<file path="config.mk">
export PLATFORM = sky130hd
export DESIGN_NAME = spi_mux_ctrl
export DESIGN_NICKNAME = d
export VERILOG_FILES = /design/src/rtl/spi_mux_pkg.sv /design/src/rtl/spi_sync_edge.sv /design/src/rtl/spi_mux_ctrl.sv
export SDC_FILE = /design/constraint.sdc
export NUM_CORES = 1
export LEC_CHECK = 0
export ABC_AREA = 1
export BUFFER_PORTS_ARGS = -buffer_cell sky130_fd_sc_hd__buf_4
export CAP_MARGIN = 20
export CORE_UTILIZATION = 50
export DETAILED_ROUTE_END_ITERATION = 6
export PLACE_DENSITY_LB_ADDON = 0.3
export SLEW_MARGIN = 5
export SYNTH_ARGS = -nofsm -noshare
export SYNTH_HDL_FRONTEND = slang
export SYNTH_SLANG_ARGS = --single-unit
</file>
<file path="constraint.sdc">
create_clock -name clk -period 2.2 [get_ports clk]
set_input_delay 0 -clock clk [delete_from_list [all_inputs] [get_ports clk]]
set_output_delay 0 -clock clk [all_outputs]
set_load 0.1 [all_outputs]
</file>
<file path="src/rtl/spi_mux_pkg.sv">
// Shared types and frame-geometry helpers for the SPI analog-mux controller.
package spi_mux_pkg;

   // Total bits in one frame: RW bit, address field, data field.
   function automatic int frame_len(input int addr_w, input int data_w);
      return 1 + addr_w + data_w;
   endfunction

   // Bit counter must reach FRAME_LEN+1 so an overlong frame is distinguishable.
   function automatic int bit_cnt_w(input int flen);
      return $clog2(flen + 2);
   endfunction

   localparam int DEF_DATA_W = 8;
   localparam int DEF_ADDR_W = 2;
   localparam int FRAME_LEN  = frame_len(DEF_ADDR_W, DEF_DATA_W);
   localparam int BIT_CNT_W  = bit_cnt_w(FRAME_LEN);

   localparam logic RW_READ  = 1'b1;
   localparam logic RW_WRITE = 1'b0;

   typedef enum logic [2:0] {
      IDLE    = 3'd0,
      CMD     = 3'd1,
      ADDR    = 3'd2,
      DATA    = 3'd3,
      WAIT_SS = 3'd4
   } frame_state_e;

   typedef enum logic {
      STABLE   = 1'b0,
      BBM_WAIT = 1'b1
   } out_state_e;

endpackage

</file>
<file path="src/rtl/spi_sync_edge.sv">
// Two-flop synchroniser with a third flop for rise/fall pulse generation.
module spi_sync_edge #(
   parameter logic RST_LVL = 1'b0
) (
   input  logic clk,
   input  logic rst,
   input  logic din,
   output logic rise,
   output logic fall
);

   logic s1_q, s2_q, s3_q;
   logic s1_d, s2_d, s3_d;

   // Next-state of the synchroniser chain.
   always_comb begin
      s1_d = din;
      s2_d = s1_q;
      s3_d = s2_q;
   end

   // Chain registers; reset to the pin's idle level so release makes no false edge.
   always_ff @(posedge clk or negedge rst) begin
      if (!rst) begin
         s1_q <= RST_LVL;
         s2_q <= RST_LVL;
         s3_q <= RST_LVL;
      end else begin
         s1_q <= s1_d;
         s2_q <= s2_d;
         s3_q <= s3_d;
      end
   end

   assign rise = s2_q & ~s3_q;
   assign fall = ~s2_q & s3_q;

endmodule

</file>
<file path="src/rtl/spi_mux_ctrl.sv">
// SPI slave with a bank of channel registers, readback and break-before-make
// sequencing of complementary analog-mux switch controls.
module spi_mux_ctrl
   import spi_mux_pkg::*;
#(
   parameter int                DATA_W  = 8,
   parameter int                NUM_CH  = 4,
   parameter int                ADDR_W  = 2,
   parameter int                BBM_CYC = 4,
   parameter logic [DATA_W-1:0] RST_VAL = '0
) (
   input  logic                     clk,
   input  logic                     rst,
   input  logic                     sck,
   input  logic                     mosi,
   input  logic                     ss,
   output logic                     miso,
   output logic [NUM_CH*DATA_W-1:0] dout_p,
   output logic [NUM_CH*DATA_W-1:0] dout_n,
   output logic                     done,
   output logic                     frame_err
);

   localparam int FLEN  = frame_len(ADDR_W, DATA_W);
   localparam int BC_W  = bit_cnt_w(FLEN);
   localparam int CNT_W = $clog2(BBM_CYC + 1);
   localparam int OUT_W = NUM_CH * DATA_W;

   logic sck_rise_s, sck_fall_s, ss_rise_s, ss_fall_s;
   logic mosi_s1_q, mosi_s2_q, mosi_s1_d, mosi_s2_d;

   frame_state_e      fstate_q, fstate_d;
   logic [BC_W-1:0]   bit_cnt_q, bit_cnt_d;
   logic              overrun_q, overrun_d;
   logic [FLEN-1:0]   shreg_q, shreg_d;
   logic              rw_q, rw_d;
   logic [DATA_W-1:0] sout_q, sout_d;
   logic              miso_q, miso_d;
   logic              done_q, done_d;
   logic              err_q, err_d;
   logic [DATA_W-1:0] regs_q [NUM_CH];
   logic [DATA_W-1:0] regs_d [NUM_CH];

   out_state_e        ostate_q, ostate_d;
   logic [CNT_W-1:0]  bbm_cnt_q, bbm_cnt_d;
   logic [OUT_W-1:0]  dout_q, dout_d;
   logic [OUT_W-1:0]  dout_n_q, dout_n_d;

   logic [ADDR_W-1:0] f_addr_s;
   logic [DATA_W-1:0] f_data_s;
   logic [DATA_W-1:0] rd_val_s;
   logic              frame_ok_s;
   logic              wr_hit_s;
   logic              commit_s;
   logic [OUT_W-1:0]  tgt_s;

   spi_sync_edge #(.RST_LVL(1'b0)) u_sck_sync (
      .clk  (clk),
      .rst  (rst),
      .din  (sck),
      .rise (sck_rise_s),
      .fall (sck_fall_s)
   );

   spi_sync_edge #(.RST_LVL(1'b1)) u_ss_sync (
      .clk  (clk),
      .rst  (rst),
      .din  (ss),
      .rise (ss_rise_s),
      .fall (ss_fall_s)
   );

   // mosi only needs to be sampled in step with the synchronised sck edge.
   always_comb begin
      mosi_s1_d = mosi;
      mosi_s2_d = mosi_s1_q;
   end

   // mosi synchroniser registers.
   always_ff @(posedge clk or negedge rst) begin
      if (!rst) begin
         mosi_s1_q <= 1'b0;
         mosi_s2_q <= 1'b0;
      end else begin
         mosi_s1_q <= mosi_s1_d;
         mosi_s2_q <= mosi_s2_d;
      end
   end

   // Frame decode: field extraction, validity, write target hit and readback mux.
   always_comb begin
      f_addr_s   = shreg_q[DATA_W +: ADDR_W];
      f_data_s   = shreg_q[DATA_W-1:0];
      frame_ok_s = (fstate_q != IDLE) && (bit_cnt_q == BC_W'(FLEN)) && !overrun_q;
      wr_hit_s   = 1'b0;
      rd_val_s   = '0;
      for (int k = 0; k < NUM_CH; k++) begin
         wr_hit_s = wr_hit_s | (f_addr_s == ADDR_W'(k));
         rd_val_s = (shreg_q[ADDR_W-1:0] == ADDR_W'(k)) ? regs_q[k] : rd_val_s;
      end
      commit_s = ss_rise_s && frame_ok_s && (rw_q == RW_WRITE) && wr_hit_s;
   end

   // Frame FSM next state: bit collection, readback shifting and frame close-out.
   always_comb begin
      fstate_d  = fstate_q;
      bit_cnt_d = bit_cnt_q;
      overrun_d = overrun_q;
      shreg_d   = shreg_q;
      rw_d      = rw_q;
      sout_d    = sout_q;
      miso_d    = miso_q;
      done_d    = 1'b0;
      err_d     = 1'b0;
      for (int k = 0; k < NUM_CH; k++) begin
         regs_d[k] = (commit_s && (f_addr_s == ADDR_W'(k))) ? f_data_s : regs_q[k];
      end

      if (ss_fall_s) begin
         fstate_d  = CMD;
         bit_cnt_d = '0;
         overrun_d = 1'b0;
         shreg_d   = '0;
         rw_d      = RW_WRITE;
         sout_d    = '0;
         miso_d    = 1'b0;
      end else if (ss_rise_s) begin
         fstate_d = IDLE;
         sout_d   = '0;
         miso_d   = 1'b0;
         if (fstate_q != IDLE) begin
            done_d = frame_ok_s;
            err_d  = !frame_ok_s;
         end else begin
            done_d = 1'b0;
            err_d  = 1'b0;
         end
      end else if (sck_rise_s && (fstate_q != IDLE)) begin
         bit_cnt_d = (bit_cnt_q == '1) ? bit_cnt_q : bit_cnt_q + BC_W'(1);
         case (fstate_q)
            CMD: begin
               shreg_d  = {shreg_q[FLEN-2:0], mosi_s2_q};
               rw_d     = mosi_s2_q;
               fstate_d = ADDR;
            end
            ADDR: begin
               shreg_d  = {shreg_q[FLEN-2:0], mosi_s2_q};
               fstate_d = (bit_cnt_q == BC_W'(ADDR_W)) ? DATA : ADDR;
            end
            DATA: begin
               shreg_d  = {shreg_q[FLEN-2:0], mosi_s2_q};
               fstate_d = (bit_cnt_q == BC_W'(FLEN - 1)) ? WAIT_SS : DATA;
            end
            WAIT_SS: begin
               overrun_d = 1'b1;
            end
            default: begin
               fstate_d = IDLE;
            end
         endcase
      end else if (sck_fall_s && (fstate_q == DATA) && (rw_q == RW_READ)) begin
         // First falling edge after the address loads the addressed register.
         if (bit_cnt_q == BC_W'(1 + ADDR_W)) begin
            miso_d = rd_val_s[DATA_W-1];
            sout_d = rd_val_s << 1;
         end else begin
            miso_d = sout_q[DATA_W-1];
            sout_d = sout_q << 1;
         end
      end else if (sck_fall_s) begin
         miso_d = 1'b0;
      end else begin
         miso_d = miso_q;
      end
   end

   // Frame FSM state, shift registers, channel registers and status pulses.
   always_ff @(posedge clk or negedge rst) begin
      if (!rst) begin
         fstate_q  <= IDLE;
         bit_cnt_q <= '0;
         overrun_q <= 1'b0;
         shreg_q   <= '0;
         rw_q      <= RW_WRITE;
         sout_q    <= '0;
         miso_q    <= 1'b0;
         done_q    <= 1'b0;
         err_q     <= 1'b0;
         for (int k = 0; k < NUM_CH; k++) begin
            regs_q[k] <= RST_VAL;
         end
      end else begin
         fstate_q  <= fstate_d;
         bit_cnt_q <= bit_cnt_d;
         overrun_q <= overrun_d;
         shreg_q   <= shreg_d;
         rw_q      <= rw_d;
         sout_q    <= sout_d;
         miso_q    <= miso_d;
         done_q    <= done_d;
         err_q     <= err_d;
         for (int k = 0; k < NUM_CH; k++) begin
            regs_q[k] <= regs_d[k];
         end
      end
   end

   // Break-before-make: open switches on commit, close new ones BBM_CYC cycles later.
   always_comb begin
      for (int k = 0; k < NUM_CH; k++) begin
         tgt_s[k*DATA_W +: DATA_W] = regs_d[k];
      end
      ostate_d  = ostate_q;
      bbm_cnt_d = bbm_cnt_q;
      dout_d    = dout_q;
      if (commit_s) begin
         // A commit during BBM_WAIT drops the old pending turn-ons and restarts.
         dout_d    = dout_q & tgt_s;
         bbm_cnt_d = CNT_W'(BBM_CYC);
         ostate_d  = BBM_WAIT;
      end else begin
         case (ostate_q)
            BBM_WAIT: begin
               if (bbm_cnt_q <= CNT_W'(1)) begin
                  dout_d    = tgt_s;
                  bbm_cnt_d = '0;
                  ostate_d  = STABLE;
               end else begin
                  bbm_cnt_d = bbm_cnt_q - CNT_W'(1);
               end
            end
            STABLE: begin
               dout_d = dout_q;
            end
            default: begin
               ostate_d = STABLE;
            end
         endcase
      end
      dout_n_d = ~dout_d;
   end

   // Output FSM state and registered complementary switch buses.
   always_ff @(posedge clk or negedge rst) begin
      if (!rst) begin
         ostate_q  <= STABLE;
         bbm_cnt_q <= '0;
         dout_q    <= '0;
         dout_n_q  <= '1;
      end else begin
         ostate_q  <= ostate_d;
         bbm_cnt_q <= bbm_cnt_d;
         dout_q    <= dout_d;
         dout_n_q  <= dout_n_d;
      end
   end

   assign miso      = miso_q;
   assign dout_p    = dout_q;
   assign dout_n    = dout_n_q;
   assign done      = done_q;
   assign frame_err = err_q;

endmodule

</file>
-- Word level (Yosys, flattened, before mapping)
Index checks and enable logic that the tools add are counted.
- input port bits: 5
- flip-flop bits (word level): 138
- output and inout port bits: 67
- eq/ne operators: 19
- bitwise operators: 15
- reductions and logical operators: 33
- add/subtract/negate cells: 2
- magnitude comparators: 1
- multiplexer cells: 56
- operator list (cell ; count):
    8-bit two-way mux ; 13
    32-bit two-way mux ; 2
    32-bit one-hot mux with 2 select lines ; 1
    10-bit two-way mux ; 4
    32-bit AND ; 1
    32-bit NOT ; 1
    1-bit two-way mux ; 24
    3-bit two-way mux ; 7
    4-bit two-way mux ; 4
    4-bit == test (second input constant) ; 3
    1-bit logical AND ; 12
    3-bit one-hot mux with 4 select lines ; 1
    3-bit AND reduction ; 4
    2-bit nonzero test ; 5
    3-bit nonzero test ; 3
    2-bit == test (second input constant) ; 4
    4-bit by 2-bit == test with 1-bit output (second input constant) ; 2
    3-bit by 2-bit == test with 1-bit output (second input constant) ; 2
    3-bit != test (second input constant) ; 2
    1-bit NOT ; 6
    2-bit AND reduction ; 3
    4-bit by 1-bit adder with 4-bit output (second input constant) ; 1
    1-bit AND ; 4
    2-bit by 1-bit == test with 1-bit output (second input constant) ; 2
    11 further kinds ; 15

-- Logic depth before layout (Yosys ltp)
- depth after elaboration: 12
- mapped depth: 12
- gate-level depth less buffers: 11

-- Cells and area by module
From an unflattened synthesis, not the netlist that was laid out.
- cells, all modules: 726
- area, all modules: 6343.6 um^2
- modules (own cells, without submodules) (module ; times used ; seq. area each (um^2) ; cells an instance ; area each (um^2)):
    spi_mux_ctrl ; 1 ; 3318.2 ; 712 ; 6159.7
    spi_sync_edge (u_ss_sync) ; 1 ; 78.8 ; 7 ; 93.8
    spi_sync_edge (u_sck_sync) ; 1 ; 75.1 ; 7 ; 90.1

-- Least setup slack after synthesis
OpenSTA, ideal clock, no wires.
- path kind: flip-flop to flip-flop
- from: register u_ss_sync.s2_q
- to: register (tool-made name)
- setup time: 0.131 ns
- period minus slack after synthesis: 1.768 ns
- arrival time: 1.637 ns
- cell stages (with the launch flop): 10
- slack: 0.432 ns
- path through: dfstp_2 ha_1 inv_2 nor2_4 nand3_2 nand2_2 inv_2 buf_6 nand2_1 nand3_1
- RTL lines (item ; line ; RTL):
    start, declared ; spi_sync_edge.sv:12 ; logic s1_q, s2_q, s3_q;
    start signal, assigned ; spi_sync_edge.sv:26 ; s2_q <= RST_LVL;
    start signal, assigned ; spi_sync_edge.sv:30 ; s2_q <= s2_d;

-- Worst setup path after layout
- from: register u_ss_sync.s2_q
- to: register dout_n_q[24], in the netlist dout_n[24]
- longest elaborated chain between the ends: 10
- elaborated cells on any way between the ends: 11
- ends and longest elaborated chain (item ; line ; RTL):
    1-bit AND * ; spi_sync_edge.sv:35 ; assign rise = s2_q & ~s3_q;
    1-bit logical AND * (3 in series) ; spi_mux_ctrl.sv:101 ; commit_s = ss_rise_s && frame_ok_s && (rw_q == RW_WRITE) && wr_hit_s;
    1-bit logical AND ; spi_mux_ctrl.sv:116 ; regs_d[k] = (commit_s && (f_addr_s == ADDR_W'(k))) ? f_data_s : regs_q[k];
    8-bit two-way mux ; spi_mux_ctrl.sv:116 ;
    32-bit two-way mux ; spi_mux_ctrl.sv:224 ; if (bbm_cnt_q <= CNT_W'(1)) begin
    32-bit one-hot mux with 2 select lines ; spi_mux_ctrl.sv:222 ; case (ostate_q)
    32-bit two-way mux * ; spi_mux_ctrl.sv:216 ; if (commit_s) begin
    32-bit NOT * ; spi_mux_ctrl.sv:240 ; dout_n_d = ~dout_d;
    via dout_n_d[24] ; spi_mux_ctrl.sv:47 ; logic [OUT_W-1:0] dout_n_q, dout_n_d;
    end signal, assigned ; spi_mux_ctrl.sv:254 ; dout_n_q <= dout_n_d;
    end, declared ; spi_mux_ctrl.sv:47 ;
The timed path passes the listed nets; every way through them passes the cells marked *.
A chain may end at the register's enable or synchronous reset.

==> results.sh <==
export IMPL_status="completed"
export IMPL_dieWidth_um=114
export IMPL_final_cell_area_um2=7720
export IMPL_synth_seq_cells=137
export IMPL_maxCapViolCount=0
export IMPL_criticalPathCategory="reg2reg"
export IMPL_cts_buffers=17
export IMPL_fin_nets=847
export IMPL_clkSlewWorstSetupHoldPaths_ns=0.05
export IMPL_wl_per_cell_um=14.6
export IMPL_synth_cell_type_count=29
export IMPL_netlist_instances=742
export IMPL_htreeDepth=4
export IMPL_drcViolationCount=0
export IMPL_synth_top_area_cell="dfrtp_1"
export IMPL_grt_antenna_before_repair=0
export IMPL_setup_tns_ns=0
export IMPL_ys_warn_count=0
export IMPL_grt_pass1_vias=4967
export IMPL_diodes=0
export IMPL_area_growth_pct=23.8
export IMPL_io_buffer_count=71
export IMPL_hpwl_um=10400
export IMPL_synth_edf_count=0
export IMPL_start_kind="flip-flop"
export IMPL_synth_area_leaders="dfrtp_1, dfstp_2, nand2_1, inv_1, nand3_1"
export IMPL_netlist_area_um2=6240
export IMPL_dieArea_um2=12900
export IMPL_clkLatencyLatePin_ns=0.42
export IMPL_post_layout_nonfiller_instances=1017
export IMPL_coreArea_um2=12100
export IMPL_ant_nets=0
export IMPL_synth_nets=753
export IMPL_skew_ns=0.00937
export IMPL_grt_max_degree=50
export IMPL_synth_top_area_share_pct=40.9
export IMPL_wl_um=14900
export IMPL_grt_ovfl_total=0
export IMPL_dr_pass1_iters=5
export IMPL_peakVddDrop_mv=0.491
export IMPL_final_core_util_pct=63.8
export IMPL_period_share_pct=93.0
export IMPL_rsz0062_at_grt="false"
export IMPL_crit_slowest_cell="dfstp_2"
export IMPL_syn_area_per_cell_um2=8.41
export IMPL_clkSinkCount=137
export IMPL_min_period_ns=2.05
export IMPL_crit_arrival_ns=2.39
export IMPL_cp_cell_sequence="ha_1 > inv_2 > nor2_4 > nand3_2 > nand2_1 > inv_2 > buf_12 > nand3_1 > nand2_1 > nor2_1"
export IMPL_routed_via_density=5.17
export IMPL_start_util_pct=51.5
export IMPL_vias=5253
export IMPL_cts_tree="yes"
export IMPL_hold_viol_final=0
export IMPL_hp_class="in2async"
export IMPL_root_buffer="clkbuf_16"
export IMPL_num_rows=40
export IMPL_powerDensity_nw_per_um2=892
export IMPL_leakage_nw=4.30
export IMPL_die_y_um=114
export IMPL_placed_cell_area_um2=7010
export IMPL_synth_flop_cell="dfrtp_1"
export IMPL_maxSlewViolCount=0
export IMPL_gp_congestion=0.919
export IMPL_grt_pass1_wl_um=24400
export IMPL_drt_iter0_drc=421
export IMPL_grt_use_total_pct=24.7
export IMPL_slew_headroom_pct=66.2
export IMPL_seq_area_frac_synth_pct=55.6
export IMPL_setup_viol=0
export IMPL_drive_gt1_share_pct=20.0
export IMPL_critical_path_max_fanout=40
export IMPL_critPathMaxStageDelay_ns=0.54
export IMPL_critPathBufInv=3
export IMPL_fmaxAchievable_mhz=489
export IMPL_hold_ws_ns=0.0918
export IMPL_cts_buffer_depth=2
export IMPL_placedCellCount=977
export IMPL_tightestPinTransition_ns=0.501
export IMPL_ys_async_sr_fraction_pct=100
export IMPL_ios=72
export IMPL_required_ns=2.54
export IMPL_critical_path_top_delay_family="simple AND/OR/NAND/NOR gates"
export IMPL_cp_end_kind="flip-flop"
[path summary, 6_finish.rpt]
path / endpoint / slack, ns / startpoint / cells past startpoint
max: dout_n[24] / 0.15 / u_ss_sync.s2_q / 10
min: bit_cnt_q[0] / 0.09 / rst / 2
max reg2reg: dout_n[24] / 0.15 / u_ss_sync.s2_q / 10
min reg2reg: mosi_s2_q / 0.35 / mosi_s1_q / 0
max in group asynchronous: u_ss_sync.s3_q / 1.37 / rst / 3
min in group clk: u_ss_sync.s1_q / 0.25 / ss / 2
[final cells by class]
class	count	area (um2)
multi-input combinational	455	2170
inverter	132	495
clock buffer	20	467
timing repair buffer	93	737
sequential	137	3470
tap	168	210
fill	1011	4390
clock inverter	12	171
[what timing repair did]
action	CTS	global route
setup endpoints to repair	0	27
resized for setup	0	0
buffers inserted	0	4
hold endpoints to repair	82	0
hold buffers	4	0
[metrics by stage]
step / total power [mW] / setup WS [ns]
2_1_floorplan: 3.55 / 0.432
3_3_place_gp: 3.83 / 0.237
3_5_place_dp: 3.86 / 0.157
4_1_cts: 6.91 / 0.110
5_1_grt: 7.16 / 0.00827
6_report: 6.89 / 0.154
[metal layers]
layer	up-vias	GRT usage, %	part of all wire, %	routed length, um
met2	174	39.2	47	6920
met3	23	4.14	5.9	872
met5	-	0	0	0
met1	2483	34.4	46	6830
met4	0	8.68	1.6	244
li1	2573	-	-	-
[report_power, final]
part | total, mW | switching [mW] | internal (mW)
Combinational | 1.04 | 0.760 | 0.282
Clock | 3.04 | 1.06 | 1.98
Sequential | 2.81 | 0.122 | 2.68
[cell usage in the layout (no fill, tap or decap), types with 4 or more instances in the layout]
cell,synthesis,routed
a21oi_1,16,16
dlygate4sd3_1,0,4
o21ai_1,8,8
inv_1,127,127
o22ai_1,15,15
nand4_1,40,40
nor2_4,4,4
nand2_1,172,172
dfrtp_1,102,102
dfstp_2,35,35
nand3_1,87,87
nor2_1,56,56
bufinv_16,0,4
o211ai_1,5,5
buf_4,4,86
o21ai_0,32,32
inv_2,4,4
clkbuf_16,0,17
clkinv_2,0,4
ha_1,6,6
[cell families (layout without fill, tap and decap cells)]
family	after synthesis	count (layout)	synth area share [%]
fa+ha+maj	6	6	1.20
flops	137	137	55.6
compound gates	77	77	6.72
xor+xnor	2	2	0.281
simple gates	370	370	26.6
buf+inv	150	257	9.58
[cell usage after synthesis, types with 3 or more instances]
cell	number
ha_1	6
nor2_4	4
o22ai_1	15
dfstp_2	35
nor2_2	3
inv_1	127
nor2_1	56
nand3_1	87
o21ai_1	8
o21ai_0	32
nand2_1	172
nand4_1	40
clkbuf_1	8
a21oi_1	16
buf_2	4
o211ai_1	5
buf_4	4
dfrtp_1	102
inv_2	4
No activity file was read; power rests on OpenSTA's default activity.
